`src/rtl/lsq_inorder_pkg.sv`:
```
// rtl/lsq_inorder_pkg.sv - shared types, funct3 codes and address generation for the load/store queue
package lsq_pkg;

  localparam int LSQ_XLEN     = 32;
  localparam int LSQ_ROB_ID_W = 5;

  typedef logic [LSQ_ROB_ID_W-1:0] rob_id_t;

  localparam logic [2:0] LS_B  = 3'b000;
  localparam logic [2:0] LS_H  = 3'b001;
  localparam logic [2:0] LS_W  = 3'b010;
  localparam logic [2:0] LS_BU = 3'b100;
  localparam logic [2:0] LS_HU = 3'b101;

  typedef enum logic [1:0] {IDLE, REQ, WAIT, DONE} lsq_state_t;

  typedef struct packed {
    rob_id_t               rob_id;
    logic                  is_store;
    logic [2:0]            funct3;
    logic [11:0]           imm;
    logic                  base_rdy;
    rob_id_t               base_tag;
    logic [LSQ_XLEN-1:0]   base_val;
    logic                  sdata_rdy;
    rob_id_t               sdata_tag;
    logic [LSQ_XLEN-1:0]   sdata_val;
  } lsq_dispatch_t;

  typedef struct packed {
    logic                  valid;
    lsq_dispatch_t         op;
    logic [LSQ_XLEN-1:0]   addr;
  } lsq_entry_t;

  function automatic logic [LSQ_XLEN-1:0] lsq_agen(input logic [LSQ_XLEN-1:0] base,
                                                   input logic [11:0] imm);
    return base + {{(LSQ_XLEN-12){imm[11]}}, imm};
  endfunction

endpackage

```
`src/rtl/lsq_inorder_if.sv`:
```
// rtl/lsq_inorder_if.sv - dispatch, ALU wakeup, dcache and completion signals of the load/store queue
interface lsq_inorder_if import lsq_pkg::*; #(
  parameter int XLEN      = LSQ_XLEN,
  parameter int ROB_ID_W  = LSQ_ROB_ID_W,
  parameter int NUM_BCAST = 2
);

  logic                          dispatch_valid;
  logic                          dispatch_ready;
  lsq_dispatch_t                 dispatch_data;
  logic [NUM_BCAST-1:0]          alu_bcast_valid;
  logic [NUM_BCAST*ROB_ID_W-1:0] alu_bcast_rob_id;
  logic [NUM_BCAST*XLEN-1:0]     alu_bcast_data;
  logic                          dc_req_valid;
  logic                          dc_req_ready;
  logic                          dc_req_is_st;
  logic [XLEN-1:0]               dc_req_addr;
  logic [XLEN-1:0]               dc_req_wdata;
  logic [XLEN/8-1:0]             dc_req_wmask;
  logic                          dc_resp_valid;
  logic [XLEN-1:0]               dc_resp_data;
  logic                          lsu_bcast_valid;
  logic [ROB_ID_W-1:0]           lsu_bcast_rob_id;
  logic [XLEN-1:0]               lsu_bcast_data;

  // master is the surrounding core/dcache side, slave is the queue itself
  modport master (
    output dispatch_valid, dispatch_data, alu_bcast_valid, alu_bcast_rob_id, alu_bcast_data,
           dc_req_ready, dc_resp_valid, dc_resp_data,
    input  dispatch_ready, dc_req_valid, dc_req_is_st, dc_req_addr, dc_req_wdata, dc_req_wmask,
           lsu_bcast_valid, lsu_bcast_rob_id, lsu_bcast_data
  );

  modport slave (
    input  dispatch_valid, dispatch_data, alu_bcast_valid, alu_bcast_rob_id, alu_bcast_data,
           dc_req_ready, dc_resp_valid, dc_resp_data,
    output dispatch_ready, dc_req_valid, dc_req_is_st, dc_req_addr, dc_req_wdata, dc_req_wmask,
           lsu_bcast_valid, lsu_bcast_rob_id, lsu_bcast_data
  );

endinterface

```
`src/rtl/lsq_inorder_align.sv`:
```
// rtl/lsq_inorder_align.sv - load data extraction and store lane/byte-enable generation
module lsq_align import lsq_pkg::*; #(
  parameter int XLEN = LSQ_XLEN
) (
  input  logic [2:0]        funct3,
  input  logic [1:0]        addr_lo,
  input  logic [XLEN-1:0]   resp_data,
  input  logic [XLEN-1:0]   sdata,
  output logic [XLEN-1:0]   load_data,
  output logic [XLEN-1:0]   wdata,
  output logic [XLEN/8-1:0] wmask
);

  localparam logic [XLEN/8-1:0] MASK_B = (XLEN/8)'(1);
  localparam logic [XLEN/8-1:0] MASK_H = (XLEN/8)'(3);

  logic [4:0]      lane_shift;
  logic [XLEN-1:0] shifted;

  assign lane_shift = {addr_lo, 3'b000};
  assign shifted    = resp_data >> lane_shift;
  assign wdata      = sdata << lane_shift;

  always_comb begin
    case (funct3)
      LS_B:    load_data = {{(XLEN-8){shifted[7]}}, shifted[7:0]};
      LS_H:    load_data = {{(XLEN-16){shifted[15]}}, shifted[15:0]};
      LS_BU:   load_data = {{(XLEN-8){1'b0}}, shifted[7:0]};
      LS_HU:   load_data = {{(XLEN-16){1'b0}}, shifted[15:0]};
      LS_W:    load_data = shifted;
      default: load_data = shifted;
    endcase
  end

  always_comb begin
    case (funct3)
      LS_B:    wmask = MASK_B << addr_lo;
      LS_H:    wmask = MASK_H << addr_lo;
      default: wmask = '1;
    endcase
  end

endmodule

```
`src/rtl/lsq_inorder.sv`:
```
// rtl/lsq_inorder.sv - in-order load/store queue: operand wakeup, head issue to dcache, completion broadcast
module lsq_inorder import lsq_pkg::*; #(
  parameter int DEPTH     = 8,
  parameter int XLEN      = LSQ_XLEN,
  parameter int ROB_ID_W  = LSQ_ROB_ID_W,
  parameter int NUM_BCAST = 2
) (
  input  logic         clk,
  input  logic         rst_aL,
  lsq_inorder_if.slave bus
);

  localparam int IW = $clog2(DEPTH);
  localparam int PW = IW + 1;

  logic [PW-1:0]   head_ptr, tail_ptr;
  logic [IW-1:0]   head_idx, tail_idx;
  lsq_entry_t      entries [DEPTH];
  lsq_entry_t      woken   [DEPTH];
  lsq_entry_t      disp_raw, disp_entry;
  rob_id_t         bc_tag  [NUM_BCAST];
  logic [XLEN-1:0] bc_data [NUM_BCAST];
  lsq_state_t      state, state_nxt;
  logic            full, push, pop, head_ready;
  logic [XLEN-1:0] result, load_data, st_wdata;
  logic [XLEN/8-1:0] st_wmask;

  always_comb begin
    for (int c = 0; c < NUM_BCAST; c++) begin
      bc_tag[c]  = bus.alu_bcast_rob_id[c*ROB_ID_W +: ROB_ID_W];
      bc_data[c] = bus.alu_bcast_data[c*XLEN +: XLEN];
    end
  end

  // scanning from the top down leaves the lowest matching channel as the winner
  function automatic void snoop(input rob_id_t tag, output logic hit, output logic [XLEN-1:0] val);
    hit = 1'b0;
    val = '0;
    for (int c = NUM_BCAST-1; c >= 0; c--) begin
      if (bus.alu_bcast_valid[c] && bc_tag[c] == tag) begin
        hit = 1'b1;
        val = bc_data[c];
      end
    end
  endfunction

  function automatic lsq_entry_t wake(input lsq_entry_t e);
    lsq_entry_t      w;
    logic            hit;
    logic [XLEN-1:0] val;
    w = e;
    snoop(e.op.base_tag, hit, val);
    if (!e.op.base_rdy && hit) begin
      w.op.base_rdy = 1'b1;
      w.op.base_val = val;
      w.addr        = lsq_agen(val, e.op.imm);
    end
    snoop(e.op.sdata_tag, hit, val);
    if (!e.op.sdata_rdy && hit) begin
      w.op.sdata_rdy = 1'b1;
      w.op.sdata_val = val;
    end
    return w;
  endfunction

  assign disp_raw = '{valid: 1'b1, op: bus.dispatch_data,
                      addr: lsq_agen(bus.dispatch_data.base_val, bus.dispatch_data.imm)};
  assign disp_entry = wake(disp_raw);

  always_comb begin
    for (int i = 0; i < DEPTH; i++) woken[i] = wake(entries[i]);
  end

  assign head_idx = head_ptr[IW-1:0];
  assign tail_idx = tail_ptr[IW-1:0];
  assign full     = (head_idx == tail_idx) && (head_ptr[IW] != tail_ptr[IW]);
  assign bus.dispatch_ready = !full;
  assign push     = bus.dispatch_valid && !full;
  assign pop      = (state == DONE);

  always_ff @(posedge clk or negedge rst_aL) begin
    if (!rst_aL) begin
      head_ptr <= '0;
      tail_ptr <= '0;
      for (int i = 0; i < DEPTH; i++) entries[i] <= '0;
    end else begin
      for (int i = 0; i < DEPTH; i++) begin
        if (entries[i].valid) entries[i] <= woken[i];
      end
      if (pop) begin
        entries[head_idx].valid <= 1'b0;
        head_ptr <= head_ptr + PW'(1);
      end
      if (push) begin
        entries[tail_idx] <= disp_entry;
        tail_ptr <= tail_ptr + PW'(1);
      end
    end
  end

  assign head_ready = entries[head_idx].valid && entries[head_idx].op.base_rdy &&
                      (!entries[head_idx].op.is_store || entries[head_idx].op.sdata_rdy);

  always_ff @(posedge clk or negedge rst_aL) begin
    if (!rst_aL) state <= IDLE;
    else         state <= state_nxt;
  end

  always_comb begin
    state_nxt = state;
    case (state)
      IDLE: if (head_ready) state_nxt = REQ;
      REQ:  if (bus.dc_req_ready) state_nxt = entries[head_idx].op.is_store ? DONE : WAIT;
      WAIT: if (bus.dc_resp_valid) state_nxt = DONE;
      DONE: state_nxt = IDLE;
      default: state_nxt = IDLE;
    endcase
  end

  always_ff @(posedge clk or negedge rst_aL) begin
    if (!rst_aL)                                result <= '0;
    else if (state == WAIT && bus.dc_resp_valid) result <= load_data;
  end

  lsq_align #(.XLEN(XLEN)) u_align (
    .funct3    (entries[head_idx].op.funct3),
    .addr_lo   (entries[head_idx].addr[1:0]),
    .resp_data (bus.dc_resp_data),
    .sdata     (entries[head_idx].op.sdata_val),
    .load_data (load_data),
    .wdata     (st_wdata),
    .wmask     (st_wmask)
  );

  always_comb begin
    bus.dc_req_valid     = 1'b0;
    bus.dc_req_is_st     = 1'b0;
    bus.dc_req_addr      = '0;
    bus.dc_req_wdata     = '0;
    bus.dc_req_wmask     = '0;
    bus.lsu_bcast_valid  = 1'b0;
    bus.lsu_bcast_rob_id = '0;
    bus.lsu_bcast_data   = '0;
    case (state)
      REQ: begin
        bus.dc_req_valid = 1'b1;
        bus.dc_req_is_st = entries[head_idx].op.is_store;
        bus.dc_req_addr  = entries[head_idx].addr;
        bus.dc_req_wdata = st_wdata;
        bus.dc_req_wmask = st_wmask;
      end
      DONE: begin
        bus.lsu_bcast_valid  = 1'b1;
        bus.lsu_bcast_rob_id = entries[head_idx].op.rob_id;
        bus.lsu_bcast_data   = entries[head_idx].op.is_store ? '0 : result;
      end
      default: ;
    endcase
  end

endmodule

```
`src/flat_wrapper.sv`:
```
// flat-port wrapper written by rule: the top's interface ports become plain ports
module lsq_inorder_flat import lsq_pkg::*;
#(
  parameter int DEPTH     = 8,
  parameter int XLEN      = LSQ_XLEN,
  parameter int ROB_ID_W  = LSQ_ROB_ID_W,
  parameter int NUM_BCAST = 2
)
  (clk, rst_aL, bus_dispatch_valid, bus_dispatch_data, bus_alu_bcast_valid, bus_alu_bcast_rob_id, bus_alu_bcast_data, bus_dc_req_ready, bus_dc_resp_valid, bus_dc_resp_data, bus_dispatch_ready, bus_dc_req_valid, bus_dc_req_is_st, bus_dc_req_addr, bus_dc_req_wdata, bus_dc_req_wmask, bus_lsu_bcast_valid, bus_lsu_bcast_rob_id, bus_lsu_bcast_data);
  lsq_inorder_if #(.XLEN(XLEN), .ROB_ID_W(ROB_ID_W), .NUM_BCAST(NUM_BCAST)) bus_i ();
  input  logic clk;
  input  logic rst_aL;
  input wire logic [$bits(bus_i.dispatch_valid)-1:0] bus_dispatch_valid;
  input wire logic [$bits(bus_i.dispatch_data)-1:0] bus_dispatch_data;
  input wire logic [$bits(bus_i.alu_bcast_valid)-1:0] bus_alu_bcast_valid;
  input wire logic [$bits(bus_i.alu_bcast_rob_id)-1:0] bus_alu_bcast_rob_id;
  input wire logic [$bits(bus_i.alu_bcast_data)-1:0] bus_alu_bcast_data;
  input wire logic [$bits(bus_i.dc_req_ready)-1:0] bus_dc_req_ready;
  input wire logic [$bits(bus_i.dc_resp_valid)-1:0] bus_dc_resp_valid;
  input wire logic [$bits(bus_i.dc_resp_data)-1:0] bus_dc_resp_data;
  output wire logic [$bits(bus_i.dispatch_ready)-1:0] bus_dispatch_ready;
  output wire logic [$bits(bus_i.dc_req_valid)-1:0] bus_dc_req_valid;
  output wire logic [$bits(bus_i.dc_req_is_st)-1:0] bus_dc_req_is_st;
  output wire logic [$bits(bus_i.dc_req_addr)-1:0] bus_dc_req_addr;
  output wire logic [$bits(bus_i.dc_req_wdata)-1:0] bus_dc_req_wdata;
  output wire logic [$bits(bus_i.dc_req_wmask)-1:0] bus_dc_req_wmask;
  output wire logic [$bits(bus_i.lsu_bcast_valid)-1:0] bus_lsu_bcast_valid;
  output wire logic [$bits(bus_i.lsu_bcast_rob_id)-1:0] bus_lsu_bcast_rob_id;
  output wire logic [$bits(bus_i.lsu_bcast_data)-1:0] bus_lsu_bcast_data;
  assign bus_i.dispatch_valid = bus_dispatch_valid;
  assign bus_i.dispatch_data = bus_dispatch_data;
  assign bus_i.alu_bcast_valid = bus_alu_bcast_valid;
  assign bus_i.alu_bcast_rob_id = bus_alu_bcast_rob_id;
  assign bus_i.alu_bcast_data = bus_alu_bcast_data;
  assign bus_i.dc_req_ready = bus_dc_req_ready;
  assign bus_i.dc_resp_valid = bus_dc_resp_valid;
  assign bus_i.dc_resp_data = bus_dc_resp_data;
  assign bus_dispatch_ready = bus_i.dispatch_ready;
  assign bus_dc_req_valid = bus_i.dc_req_valid;
  assign bus_dc_req_is_st = bus_i.dc_req_is_st;
  assign bus_dc_req_addr = bus_i.dc_req_addr;
  assign bus_dc_req_wdata = bus_i.dc_req_wdata;
  assign bus_dc_req_wmask = bus_i.dc_req_wmask;
  assign bus_lsu_bcast_valid = bus_i.lsu_bcast_valid;
  assign bus_lsu_bcast_rob_id = bus_i.lsu_bcast_rob_id;
  assign bus_lsu_bcast_data = bus_i.lsu_bcast_data;
  lsq_inorder #(.DEPTH(DEPTH), .XLEN(XLEN), .ROB_ID_W(ROB_ID_W), .NUM_BCAST(NUM_BCAST)) u_core (.clk(clk), .rst_aL(rst_aL), .bus(bus_i));
endmodule
```
`config.mk`:
```
export PLATFORM = sky130hd
export DESIGN_NAME = lsq_inorder_flat
export DESIGN_NICKNAME = d
export VERILOG_FILES = /design/src/rtl/lsq_inorder_pkg.sv /design/src/rtl/lsq_inorder_if.sv /design/src/rtl/lsq_inorder_align.sv /design/src/rtl/lsq_inorder.sv /design/src/flat_wrapper.sv
export SDC_FILE = /design/constraint.sdc
export NUM_CORES = 2
export LEC_CHECK = 0
export CAP_MARGIN = 0
export CORE_AREA = 8 8 384 386
export DETAILED_ROUTE_END_ITERATION = 10
export DIE_AREA = 0 0 392 394
export REMOVE_ABC_BUFFERS = 1
export SYNTH_ARGS = -nofsm -noshare
export SYNTH_HDL_FRONTEND = slang
export SYNTH_SLANG_ARGS = --single-unit
```
`constraint.sdc`:
```
create_clock -name clk -period 4.2 [get_ports clk]
set_input_delay 1.26 -clock clk [delete_from_list [all_inputs] [get_ports clk]]
set_output_delay 1.26 -clock clk [all_outputs]
set_load 0.03 [all_outputs]
```
* After elaboration in Yosys (flattened, before gate mapping)
Index checks and enable logic that the tools add are counted.
Widths: inputs -> output; s select.
** Storage, ports and cells
- Word-level logic and storage cells :: 406
- Bits in registers :: 1082
** Cells by class
- Shift operators :: 4
- Equality and inequality tests :: 47
- Add/sub/neg operators :: 12
- Reductions and logical operators :: 85
- Bitwise gates (word level) :: 2
- $lt $le $gt $ge :: 4
- Mux-type cells :: 152
** Operators with widths (number)
- $mux 32 :: 67
- $bwmux 1040 :: 2
- $mux 1040 :: 2
- $mux 130 :: 12
- $demux 130 s3 :: 2
- $bmux 130 s3 :: 1
- $add 32x32->32 :: 10
- $eq 5x5->1 :: 36
- $pmux 32 s4 :: 1
- $logic_and 1x1->1 :: 61
- $mux 1 :: 58
- $shl 32x5->32 :: 1
- $shr 32x5->32 :: 1
- $logic_not 1->1 :: 20
- $add 4x1->4 const B :: 2
- $ge 4x4->1 const B :: 2
- $lt 4x1->1 const B :: 2
- $not 3->4 :: 2
- $pmux 2 s4 :: 1
- $pmux 4 s2 :: 1
- $eq 3x3->1 const B :: 2
- $mux 2 :: 3
- $mux 5 :: 1
- $eq 2x2->1 const B :: 2
- other kinds (13) :: 14

* Longest topological paths before layout
- Word-level depth :: 11
- Gate-level depth with buffers :: 24
- Gate-level depth less buffers :: 21

* By module
A second synthesis with hierarchy kept.
** Unflattened totals
- Cell total of the unflattened synthesis :: 7426
- Area, all modules :: 63631.0 um^2
** Modules (own cells, without submodules)
- lsq_inorder :: area each 62339.8 um^2, cells an instance 7224, instances 1
- lsq_align :: area each 1291.2 um^2, cells an instance 202, instances 1

* Worst setup path after synthesis
OpenSTA, ideal clock, no wires.
- Kind :: input port to flip-flop
- Start point :: in bus_alu_bcast_rob_id[2]
- End point :: reg u_core.entries[30] (netlist name)
- Data arrival time :: 5.649 ns
- Stages :: 22
- Data required time :: 4.118 ns
- Setup slack :: -1.530 ns
- Cell sequence :: buf_2 -> xor2_1 -> nor4_1 -> and3_1 -> buf_2 -> clkbuf_1 -> mux2i_1 -> a21oi_1 -> ha_1 -> inv_1 -> fa_1 -> nor2b_1 -> o31a_1 -> o31a_1 -> o221a_2 -> a31o_1 -> a31oi_4 -> o21ai_2 -> a221o_1 -> xor2_1 -> nor2_1 -> a31oi_1
** On the way
- Word-level cells in the longest chain between the ends :: 10
- Elaborated cells on any way between the ends :: 19
- Those cells by class :: add/sub (2); eq/ne (2); mux (11); reduce/logical (4)
** RTL lines
- from (decl) :: line flat_wrapper.sv:16 : input wire logic [$bits(bus_i.alu_bcast_rob_id)-1:0] bus_alu_bcast_rob_id;
- $eq 5x5->1 :: line lsq_inorder.sv:40 : if (bus.alu_bcast_valid[c] && bc_tag[c] == tag) begin
- $logic_and 1x1->1 :: line lsq_inorder.sv:40
- $mux 32 / $mux 1 (equally long branches) :: line lsq_inorder.sv:40
- $add 32x32->32 / $logic_and 1x1->1 (equally long branches) :: line lsq_inorder_pkg.sv:38, lsq_inorder.sv:53
- $mux 32 :: line lsq_inorder.sv:53 : if (!e.op.base_rdy && hit) begin
- $mux 130 :: line lsq_inorder.sv:88 : if (entries[i].valid) entries[i] <= woken[i];
- $bwmux 1040 :: line lsq_inorder.sv:91 : entries[head_idx].valid <= 1'b0;
- $mux 1040 :: line lsq_inorder.sv:90 : if (pop) begin
- $bwmux 1040 :: line lsq_inorder.sv:95 : entries[tail_idx] <= disp_entry;
- $mux 1040 * :: line lsq_inorder.sv:94 : if (push) begin
- to (signal, indexed assignment) :: line lsq_inorder.sv:95
- to (decl) :: line lsq_inorder.sv:18 : lsq_entry_t entries [DEPTH];
Every way passes the cells marked *; elsewhere a longest branch is shown, timed or not.
A chain may end at the register's enable or synchronous reset.

* Final worst setup path
- Start point :: in bus_dispatch_data[70]
- End point :: reg u_core.entries[940] (netlist name)
** On the way
- Word-level cells in the longest chain between the ends :: 8
- Elaborated cells on any way between the ends :: 13
- Those cells by class :: add/sub (1); eq/ne (2); mux (7); reduce/logical (3)
** RTL lines
- from (decl) :: line flat_wrapper.sv:14 : input wire logic [$bits(bus_i.dispatch_data)-1:0] bus_dispatch_data;
- $eq 5x5->1 :: line lsq_inorder.sv:40
- $logic_and 1x1->1 :: line lsq_inorder.sv:40
- $mux 32 / $mux 1 (equally long branches) (2 in series) :: line lsq_inorder.sv:40
- $add 32x32->32 / $logic_and 1x1->1 (equally long branches) :: line lsq_inorder_pkg.sv:38, lsq_inorder.sv:53
- $mux 32 * :: line lsq_inorder.sv:53
- $bwmux 1040 * :: line lsq_inorder.sv:95
- $mux 1040 * :: line lsq_inorder.sv:94
Marks and branches as above.

==> metrics.cfg <==
[die]
row_count=138
start_util_pct=44.8
die_h_um=394
core_area_um2=141000
dieArea_um2=154000
die_width_um=392
io_pins=319

[synthesis]
ys_seq_area_share_pct=32.8
synthesis.area_um2=63100
yosysMostFrequentCell=nand2_1
synth_top_area_share_pct=32.8
synth_cell_types=85
ys_warn_count=0
ys.flop_type=dfrtp_1
synth_top_area_cell=dfrtp_1
synthArstFlopShare_pct=100
synth_commonest_cells=1394 x nand2_1, 826 x dfrtp_1, 541 x a21oi_1
synth_edf_count=0
synth.area.top_cells=dfrtp_1 33%, nand2_1 8.3%, mux2i_1 7.1%
syn_avg_cell_area_um2=8.54
ys_seq_elements=826
syn_inst=7381

[cts]
clock_latency_ns=0.76
clk_pin_slew_ns=0.07
h-tree-depth=3
cts.sinks=826
numCtsBuffers=97
cts_hold_buf=0
cts_tree=done
clockBufferDepth=3
root_buffer=clkbuf_16

[setup_path]
crit_family=compound AO/OA/AOI/OAI gates
worstSetupStartpointType=input pin
critPathArrivalTime_ns=5.86
path_max_fanout=8
cpMaxStageDelayCell=a31oi_4
cp.buffers_inverters=7
crit_path_end_kind=register
crit_required_ns=4.88
crit_path_max_incr_delay_ns=0.41
cp_cell_sequence=dlygate4sd2_1, buf_4, xnor2_1, nand3_1, buf_6, a21oi_4, buf_12, a21oi_4, ha_4, inv_2, fa_2, nor2b_4, o31a_1, o31a_1, o221a_4, a31o_4, a31oi_4, o21ai_4, a221o_1, xor2_1, buf_6, buf_4, nand2_1, o21ai_1
worstSetupPathType=in2reg

[power]
power_frac_clock_pct=15.9
combinationalPowerShare_pct=58.0
power.density_nw_per_um2=657
p_leak_nw=38.1
p_sw_share_pct=42.9
p_seq_share_pct=26.0
power_switching_w=0.0242
p_int_w=0.0322
vdd_drop_max_v=0.000621
power_w=0.0564

[route]
drc=0
drtAntennaViolNets=0
post_drt_wl_per_cell_um=27.0
wirelength_mm=286
vias_per_cell=6.17
vias=65500
drtIter0Drc=7018
drtPass1Iterations=6

[grt]
gr-total-overflow=0
grt_pass1_vias=64000
antenna_found_initial=8
grt_max_degree=91
grt_pass1_wl_mm=416
grt_usage_pct=35.2

[status]
status=finished, violations left
violations=setup timing

[timing]
slew_headroom_pct=30.8
slew_violations=0
skew_ns=0.0471
period_minus_slack_ns=5.18
setup_ws_ns=-0.983
fmax_mhz=193
worst_slew_pin_slew_ns=1.04
rsz0062_at_grt=true
timing.final.crit_share_pct=123
hold_viol=0
fin_setup_tns_ns=-135.61
final-setup-viol-count=273

[placement]
dp_hpwl_mm=201
portBuffers=318
gp_congestion=0.962

[hold_path]
holdCritPathClass=reg2reg

[cells_and_area]
layout.nets=9144
layout-drive-gt1-share_pct=27.6
syn2layout_area_growth_pct=36.1

[job]
drv_cap=0

==> power by group through the flow <==
stage | sequential, W | combinational [W] | clock [W]
floorplan | 0.0142 | 0.0167 | 0
detailed placement | 0.0146 | 0.0294 | 0
global route | 0.0150 | 0.0349 | 0.00936
finish | 0.0147 | 0.0327 | 0.00899
global placement | 0.0145 | 0.0290 | 0
CTS | 0.0145 | 0.0306 | 0.00907
==> worst reg2reg max path, delay by kind of cell, from the launching register on <==
kind	cells	cell delay (ns)
buffers and inverters	6	0.94
XOR/XNOR	2	0.38
flip-flops	1	0.41
AO/OA/AOI/OAI	8	1.39
multiplexers	1	0.11
adder cells (fa/ha/maj)	1	0.34
AND/OR/NAND/NOR	5	0.91
==> kinds of logic after synthesis <==
| logic type | Yosys count | synth area share (%) |
|---|---|---|
| buf+inv | 749 | 4.75 |
| simple gates | 2314 | 15.6 |
| compound gates | 2157 | 22.1 |
| fa+ha+maj | 295 | 5.96 |
| flops | 826 | 32.8 |
| mux | 619 | 12.9 |
| xor+xnor | 421 | 5.87 |
==> repair_timing <==
action | CTS | global route
setup buffers | 65 | 79
gates resized for setup | 513 | 306
cloned | 1 | 7
hold endpoints to repair | 0 | 0
setup endpoints to repair | 323 | 310
pin swaps | 198 | 167
==> state kept, by name (all words and copies together) (netlist names) <==
register	cells
u_core.tail_ptr	4
u_core.entries	784
u_core.state	2
u_core.head_ptr	4
u_core.result	32
==> metal layers <==
metal  vias to the layer above  track usage (%)  part of all wire, %
met1                     32300             46.4                   40
met5                         -                0                0.019
met2                      3323             55.2                   45
met4                         6             17.9                  6.2
met3                       848             6.57                  8.6
li1                      29000                -                    -
==> path summary, 6_finish.rpt <==
kind                                       start                   to  slack [ns]  cells past startpoint
setup / recovery           bus_dispatch_data[70]  u_core.entries[940]       -0.98                     24
hold / removal               u_core.entries[253]  u_core.entries[253]        0.47                      2
setup reg to reg             u_core.entries[753]  u_core.entries[679]       -0.40                     23
hold reg to reg              u_core.entries[253]  u_core.entries[253]        0.47                      2
max in group asynchronous                 rst_aL  u_core.entries[764]        2.59                      2
min in group asynchronous                 rst_aL  u_core.entries[543]        0.55                      1
==> layout by cell type (no fill, tap or decap), types with 29 or more instances in the layout <==
master           instances
clkbuf_1                32
o21ai_0                471
nand2_1               1376
nand3_1                 40
mux2i_1                421
nor3_1                  35
nor4_1                  31
xor2_1                 237
a21o_1                 124
buf_6                   87
xnor2_1                155
buf_4                 1310
ha_1                   250
and3_1                  85
a21oi_1                469
a21oi_2                 66
mux4_2                 152
nor2b_1                 74
o21ai_1                 57
a22o_1                 238
clkdlybuf4s50_1        211
nor2_1                 389
dfrtp_1                823
o21a_1                  43
buf_12                 157
a211oi_1                96
nand2b_1                49
inv_1                   78
clkbuf_16              105
ha_4                    29
o211ai_1               289
==> stage by stage <==
stage / setup slack [ns] / area [um^2] / utilization, % / hold WS [ns] / std cells
2_1_floorplan: -9.55 / 60400 / - / 0.438 / 6716
3_3_place_gp: -2.45 / 78100 / 55.4 / 0.453 / 10300
3_5_place_dp: -2.44 / 78100 / 55.4 / 0.458 / 10300
4_1_cts: -0.921 / 83700 / 59.4 / 0.472 / 10500
5_1_grt: -1.07 / 85800 / 60.9 / 0.494 / 10600
6_report: -0.983 / 85900 / 60.9 / 0.471 / 10600
==> cell type report <==
| type | count | area, um^2 |
|---|---|---|
| antenna | 4 | 10.0 |
| clock buffer | 148 | 2830 |
| clock inverter | 26 | 442 |
| fill | 12300 | 55000 |
| inverter | 84 | 318 |
| multi-input combinational | 5807 | 42300 |
| sequential | 826 | 20700 |
| tap | 1890 | 2360 |
| timing repair buffer | 1823 | 16900 |
Power figures use the tool's default switching activity.
